--- src/rtl/mul_pkg.sv ---
// Shared types and helpers for the sequential shift-add multiplier.
package mul_pkg;

    typedef enum logic [1:0] {
        IDLE = 2'd0,
        CALC = 2'd1,
        DONE = 2'd2
    } mul_state_e;

    // The iteration counter must be able to hold the value WIDTH.
    function automatic int cnt_width(input int width);
        return $clog2(width + 1);
    endfunction

endpackage

--- src/rtl/mul_controller.sv ---
// Sequencing FSM and iteration counter for seq_multiplier.
//   state | meaning
//   IDLE  | waiting for start, product holds the last result
//   CALC  | one multiplier bit retired per clock
//   DONE  | product valid for this single cycle, new start accepted
module mul_controller
    import mul_pkg::*;
#(
    parameter int WIDTH = 16
) (
    input  logic clk,
    input  logic rst_n,
    input  logic start,
    output logic load,
    output logic step,
    output logic finish,
    output logic ready,
    output logic busy,
    output logic done
);

    localparam int CNT_W = cnt_width(WIDTH);

    mul_state_e       state;
    mul_state_e       state_nxt;
    logic [CNT_W-1:0] cnt;
    logic             last;

    // The edge that performs iteration WIDTH is also the edge that enters DONE.
    assign last = (cnt == CNT_W'(WIDTH - 1));

    always_ff @(posedge clk or negedge rst_n) begin
        if (!rst_n) begin
            state <= IDLE;
        end else begin
            state <= state_nxt;
        end
    end

    always_comb begin
        state_nxt = state;
        case (state)
            IDLE:    if (start) state_nxt = CALC;
            CALC:    if (last)  state_nxt = DONE;
            DONE:    state_nxt = start ? CALC : IDLE;
            default: state_nxt = IDLE;
        endcase
    end

    always_comb begin
        ready  = (state == IDLE) || (state == DONE);
        busy   = (state == CALC);
        done   = (state == DONE);
        load   = start && ready;
        step   = busy;
        finish = busy && last;
    end

    always_ff @(posedge clk or negedge rst_n) begin
        if (!rst_n) begin
            cnt <= '0;
        end else if (load) begin
            cnt <= '0;
        end else if (step) begin
            cnt <= cnt + CNT_W'(1);
        end
    end

endmodule

--- src/rtl/seq_multiplier.sv ---
// Sequential shift-add multiplier, WIDTH cycles per product, start/done handshake.
// Define MUL_SIGNED_EN to add the signed_mode port and sign-magnitude handling.
module seq_multiplier
    import mul_pkg::*;
#(
    parameter int WIDTH = 16
) (
    input  logic               clk,
    input  logic               rst_n,
    input  logic               start,
    input  logic [WIDTH-1:0]   a_in,
    input  logic [WIDTH-1:0]   b_in,
`ifdef MUL_SIGNED_EN
    input  logic               signed_mode,
`endif
    output logic               ready,
    output logic               busy,
    output logic               done,
    output logic [2*WIDTH-1:0] product
);

    logic               load;
    logic               step;
    logic               finish;
    logic [WIDTH-1:0]   a_reg;
    logic [WIDTH-1:0]   b_reg;
    logic [2*WIDTH-1:0] p_reg;
    logic [2*WIDTH-1:0] p_next;
    logic [WIDTH:0]     sum;
    logic [WIDTH-1:0]   a_load;
    logic [WIDTH-1:0]   b_load;
    logic [2*WIDTH-1:0] result;

    mul_controller #(.WIDTH(WIDTH)) u_ctrl (
        .clk    (clk),
        .rst_n  (rst_n),
        .start  (start),
        .load   (load),
        .step   (step),
        .finish (finish),
        .ready  (ready),
        .busy   (busy),
        .done   (done)
    );

    // Add into the upper half with a carry, then shift {carry, P} right by one.
    always_comb begin
        sum    = {1'b0, p_reg[2*WIDTH-1:WIDTH]} + {1'b0, (b_reg[0] ? a_reg : '0)};
        p_next = (2*WIDTH)'({sum, p_reg[WIDTH-1:0]} >> 1);
    end

`ifdef MUL_SIGNED_EN
    logic sign_reg;

    // Magnitudes are taken as unsigned so the most negative operand survives.
    always_comb begin
        a_load = (signed_mode && a_in[WIDTH-1]) ? (~a_in + WIDTH'(1)) : a_in;
        b_load = (signed_mode && b_in[WIDTH-1]) ? (~b_in + WIDTH'(1)) : b_in;
        result = sign_reg ? (~p_next + (2*WIDTH)'(1)) : p_next;
    end

    always_ff @(posedge clk or negedge rst_n) begin
        if (!rst_n) begin
            sign_reg <= 1'b0;
        end else if (load) begin
            sign_reg <= signed_mode && (a_in[WIDTH-1] ^ b_in[WIDTH-1]);
        end
    end
`else
    always_comb begin
        a_load = a_in;
        b_load = b_in;
        result = p_next;
    end
`endif

    always_ff @(posedge clk or negedge rst_n) begin
        if (!rst_n) begin
            a_reg <= '0;
            b_reg <= '0;
            p_reg <= '0;
        end else if (load) begin
            a_reg <= a_load;
            b_reg <= b_load;
            p_reg <= '0;
        end else if (step) begin
            b_reg <= b_reg >> 1;
            p_reg <= p_next;
        end
    end

    // Result is exposed only once the last iteration completes.
    always_ff @(posedge clk or negedge rst_n) begin
        if (!rst_n) begin
            product <= '0;
        end else if (finish) begin
            product <= result;
        end
    end

endmodule
--- config.mk ---
export PLATFORM = sky130hd
export DESIGN_NAME = seq_multiplier
export DESIGN_NICKNAME = d
export VERILOG_FILES = /design/src/rtl/mul_pkg.sv /design/src/rtl/mul_controller.sv /design/src/rtl/seq_multiplier.sv
export SDC_FILE = /design/constraint.sdc
export NUM_CORES = 1
export LEC_CHECK = 0
export ABC_AREA = 0
export BUFFER_PORTS_ARGS = -buffer_cell sky130_fd_sc_hd__buf_2
export CORE_MARGIN = 2
export CORE_UTILIZATION = 58
export DETAILED_ROUTE_END_ITERATION = 6
export GPL_TIMING_DRIVEN = 1
export PLACE_DENSITY_LB_ADDON = 0.05
export SETUP_SLACK_MARGIN = 0.1
export SLEW_MARGIN = 20
export SYNTH_ARGS = -nofsm -noshare
export SYNTH_HDL_FRONTEND = slang
export SYNTH_HIERARCHICAL = 1
export SYNTH_SLANG_ARGS = --single-unit
--- constraint.sdc ---
create_clock -name clk -period 3.33 [get_ports clk]
set_clock_uncertainty 0.15 [all_clocks]
set_input_delay 0.4995 -clock clk [delete_from_list [all_inputs] [get_ports clk]]
set_output_delay 0.4995 -clock clk [all_outputs]
set_load 0.05 [all_outputs]
; Yosys cells after proc, flatten, opt, wreduce, memory -nomap -nowiden
; Index checks and enable logic that the tools add are counted.
[totals]
input_bits = 35
ff_bits = 103
output_inout_bits = 35
[classes]
mux = 11
reduce_logical = 6
eq_ne = 5
n_addsub = 2
[ops]
columns = cell, n
row1 = 32-bit two-way mux, 2
row2 = 16-bit two-way mux, 3
row3 = 16-bit by 16-bit adder with 17-bit output, 1
row4 = 5-bit two-way mux, 2
row5 = 2-bit case mux with 3 select lines, 1
row6 = "5-bit by 1-bit adder with 5-bit output, second input constant", 1
row7 = "5-bit by 4-bit == test with 1-bit output, second input constant", 1
row8 = 2-bit two-way mux, 2
row9 = "2-bit by 1-bit == test with 1-bit output, second input constant", 1
row10 = "2-bit == test, second input constant", 1
row11 = 1-bit logical AND, 2
row12 = 2-bit zero test, 1
row13 = "2-bit by 1-bit inequality test with 1-bit output, second input constant", 1
row14 = "2-bit inequality test, second input constant", 1
row15 = 2-bit AND reduction, 1
row16 = 2-bit nonzero test, 1
row17 = 1-bit logical OR, 1
row18 = 1-bit two-way mux, 1

; Depth between registers and ports, before layout
[depth]
depth_word = 4
ltp_mapped = 11
depth_no_buf = 10

; Hierarchy
; The synthesis kept the hierarchy.
[modules_own_cells]
columns = mod, cells_each, area_per_inst_um2, seq_area_each_um2, instances
row1 = seq_multiplier, 410, 4719.5, 2377.3, 1
row2 = mul_controller, 32, 369.1, 175.2, 1

; Worst setup path before layout
; Ideal clock, no wire load.
[synth_timing]
kind = flip-flop to flip-flop
from = register b_reg[0]
to = register product[23]
arrival_ns = 2.519
setup_slack_ns = 0.536
period_less_slack_ns = 2.794
path_stages_with_launch = 12
t_required_ns = 3.055
path_cell_list = dfrtp_1 -> clkbuf_1 -> and2_1 -> ha_1 -> inv_1 -> fa_1 -> and2b_1 -> o2111ai_2 -> a21oi_2 -> and2b_1 -> xnor2_1 -> mux2_2
[synth_between]
elab_chain_cells = 2
[synth_rtl]
columns = item, line
row1 = "start, declared", seq_multiplier.sv:26  ; logic [WIDTH-1:0] b_reg;
row2 = "start signal, assigned", seq_multiplier.sv:84  ; b_reg <= b_load;
row3 = "start signal, assigned", seq_multiplier.sv:87  ; b_reg <= b_reg >> 1;
row4 = 16-bit two-way mux, seq_multiplier.sv:48  ; sum = {1'b0, p_reg[2*WIDTH-1:WIDTH]} + {1'b0, (b_reg[0] ? a_reg : '0)};
row5 = 16-bit by 16-bit adder with 17-bit output, seq_multiplier.sv:48
row6 = "end signal, assigned", seq_multiplier.sv:97  ; product <= result;
row7 = "end, declared", seq_multiplier.sv:19  ; output logic [2*WIDTH-1:0] product
; Every way passes these cells.
; A chain may end at the register's enable or synchronous reset.

; Worst setup path in the final report
[layout_timing]
from = register b_reg[0]
to = register product[30]
; The elaborated chain is that of the path after synthesis.

==> impl_metrics.tcl <==
set metrics [dict create \
    rsz0062_at_grt "false" \
    utilization_pct 66.8 \
    cp.required_ns 3.45 \
    clock_path_buffers 2 \
    syn-num-nets 496 \
    syn_avg_cell_area_um2 11.5 \
    yosysMostFrequentCell "dfrtp_1" \
    clock-sinks 102 \
    setup_tns_ns 0 \
    firstDrtPassIters 4 \
    htree_levels 3 \
    cts_hold_buf 1 \
    synthCells 442 \
    power_per_cell_area_mw_per_mm2 1140 \
    vias_per_cell 5.61 \
    worstSetupStartpointType "register" \
    worstSetupEndpointType "register" \
    synth_top_family_by_area "multiplexers" \
    synth_edf_count 0 \
    die-width_um 97.7 \
    n_antenna_cell 0 \
    final_nets 560 \
    min_period_ns 2.75 \
    cp_slowest_cell "dfrtp_1" \
    netlist.area_leader.share_pct 50.2 \
    clk_latency_ns 0.37 \
    critPathKind "register to register" \
    drt-initial-drc-count 109 \
    finalHoldViolations 0 \
    busiest_layer "met2" \
    post_cts_resized 0 \
    fmax_mhz 363 \
    crit_family "compound AO/OA/AOI/OAI gates" \
    drv_cap 0 \
    maxSlewHeadroom_pct 60.9 \
    numPortBuffers 69 \
    cts_setup_buffers 0 \
    row_count 34 \
    io-pin-count 70 \
    ant_nets 0 \
    muxShareOfSynthArea_pct 18.9 \
    synth_common_cells "102 x dfrtp_1, 46 x mux2_2, 39 x mux2i_1" \
    die_area_mm2 0.00954 \
    grt_pass1_wl_mm 17.0 \
    grt_pass1_vias 3532 \
    grt_use_met2_pct 34.9 \
    cp_max_fo 16 \
    synth_ff_type "dfrtp_1" \
    drc 0 \
    largest_reg_flops 32 \
    syn2layout_area_growth_pct 12.7 \
    core_mm2 0.00859 \
    antenna_found_initial 0 \
    wl_per_cell_um 16.1 \
    dp_hpwl_mm 7.07 \
    grt_use_met1_pct 30.7 \
    grt_max_degree 64 \
    ys_seq_area_share_pct 50.2 \
    synth_simple_gate_area_share_pct 11.0 \
    wl_mm 9.95 \
    grt_remaining_overflow 0 \
    cts_buffers 9 \
    path_clk_slew_ns 0.10 \
    ys_seq_elements 102 \
    slew_violations 0 \
    synthesis.area_mm2 0.00509 \
    synth-warning-count 6 \
    vias 3473 \
    synth_cell_type_count 55 \
    initial_core_util_pct 59.2 \
    gp_congestion 0.888 \
    cpPeakStageDelay_ns 0.40 \
    synth_compound_area_share_pct 9.84 \
    setup_viol 0 \
    crit_buf_inv 2 \
    synth_xor_xnor_area_share_pct 2.24 \
    fin_crit_sh_pct 82.7 \
    leakagePower_nw 2.87 \
    synthAdderAreaFrac_pct 4.82 \
    cts-root-buf "clkbuf_8" \
    gr-usage-met3_pct 4.53 \
    fp.dieH_um 97.7 \
    yosys.area.top_type "dfrtp_1" \
    power_mw 6.55 \
    drive_gt1_share_pct 30.9 \
    cp.arrival_ns 2.87 \
    grt_util_all_layers_pct 22.0 \
    max-vdd-ir-drop_uv 591 \
    yosys-top-cells-area "dfrtp_1 50%, mux2_2 10%, mux2i_1 7.7%" \
    worstMarginPinSlew_ns 0.586 \
    path_cells "buf_4 -> nand2_1 -> inv_1 -> ha_1 -> a211oi_1 -> o21bai_2 -> a31oi_1 -> o41ai_2 -> xor2_1 -> mux2_2" \
    status "completed" \
    cts_tree "done" \
    min_path_type "input port to register" \
    postSynth.asyncResetShare_pct 100 \
]
==> per-stage QoR <==
step	instances	instance area, um2	hold WS, ns	setup slack (ns)
after floorplan	442	5090	0.0539	0.536
after global placement	602	5540	0.312	0.705
after detailed placement	602	5540	0.314	0.619
after CTS	619	5740	0.165	0.577
after global routing	619	5740	0.193	0.421
final	619	5740	0.177	0.577
==> routing by layer <==
metal	part of all wire, %	wire length, um
met5	0	0
met4	0.96	95
met3	4.0	401
met2	48	4750
met1	47	4700
==> layout by cell type, fill, tap and decap left out, drive strengths merged, types with 2 or more instances in the layout <==
master    n
nand2b    4
a31oi     3
o211ai    4
nor2     35
a211oi    4
nand4b    2
mux2     48
and2     17
clkinv    2
and3      2
nor2b     3
nand4     4
mux2i    40
inv      15
a21o      3
nor4b     2
xnor2    10
nand3     2
buf      78
o21ai    24
nand2    35
a21oi    19
o21bai    2
xor2      3
ha       18
dfrtp   102
a22o      3
and2b     3
clkbuf    9
==> worst register-to-register path: cells and delay by family (launching register included) <==
kind	cells	cell delay [ns]
XOR/XNOR	1	0.17
multiplexers	1	0.28
AND/OR/NAND/NOR	1	0.13
buffers and inverters	2	0.25
AO/OA/AOI/OAI	4	0.98
adder cells (fa/ha/maj)	1	0.29
flip-flops	1	0.40
==> power by group <==
group	internal (mW)	total [mW]	switching, mW
Combinational	1.37	3.63	2.25
Clock	0.290	0.743	0.453
Sequential	1.84	2.17	0.336
Total	3.50	6.55	3.04
==> layout make-up <==
cell class,instances,area (um2)
Fill cell,690,2860
Multi-Input combinational cell,303,2380
Tap cell,108,135
Sequential cell,102,2550
Clock buffer,9,124
Inverter,11,41.3
Timing Repair Buffer,79,438
Clock inverter,7,66.3
==> logic make-up after synthesis <==
| family | Yosys count |
|---|---|
| buffers and inverters | 37 |
| and+or+nand+nor | 113 |
| muxes | 88 |
| AOI/OAI and AO/OA | 70 |
| DFF | 102 |
| xor gates and xnor gates | 13 |
| adders and majority gates | 19 |
==> worst paths after layout <==
check | startpoint | end | slack, ns | cells past startpoint
worst max-delay path | b_reg[0] | product[30] | 0.58 | 10
worst min-delay path | b_in[11] | b_reg[11] | 0.18 | 3
worst max register to register | b_reg[0] | product[30] | 0.58 | 10
worst min register to register | u_ctrl/cnt[3] | u_ctrl/cnt[3] | 0.33 | 1
max in group asynchronous | rst_n | a_reg[2] | 1.85 | 3
min in group asynchronous | rst_n | b_reg[7] | 0.49 | 2
No activity file was read; power rests on OpenSTA's default activity.
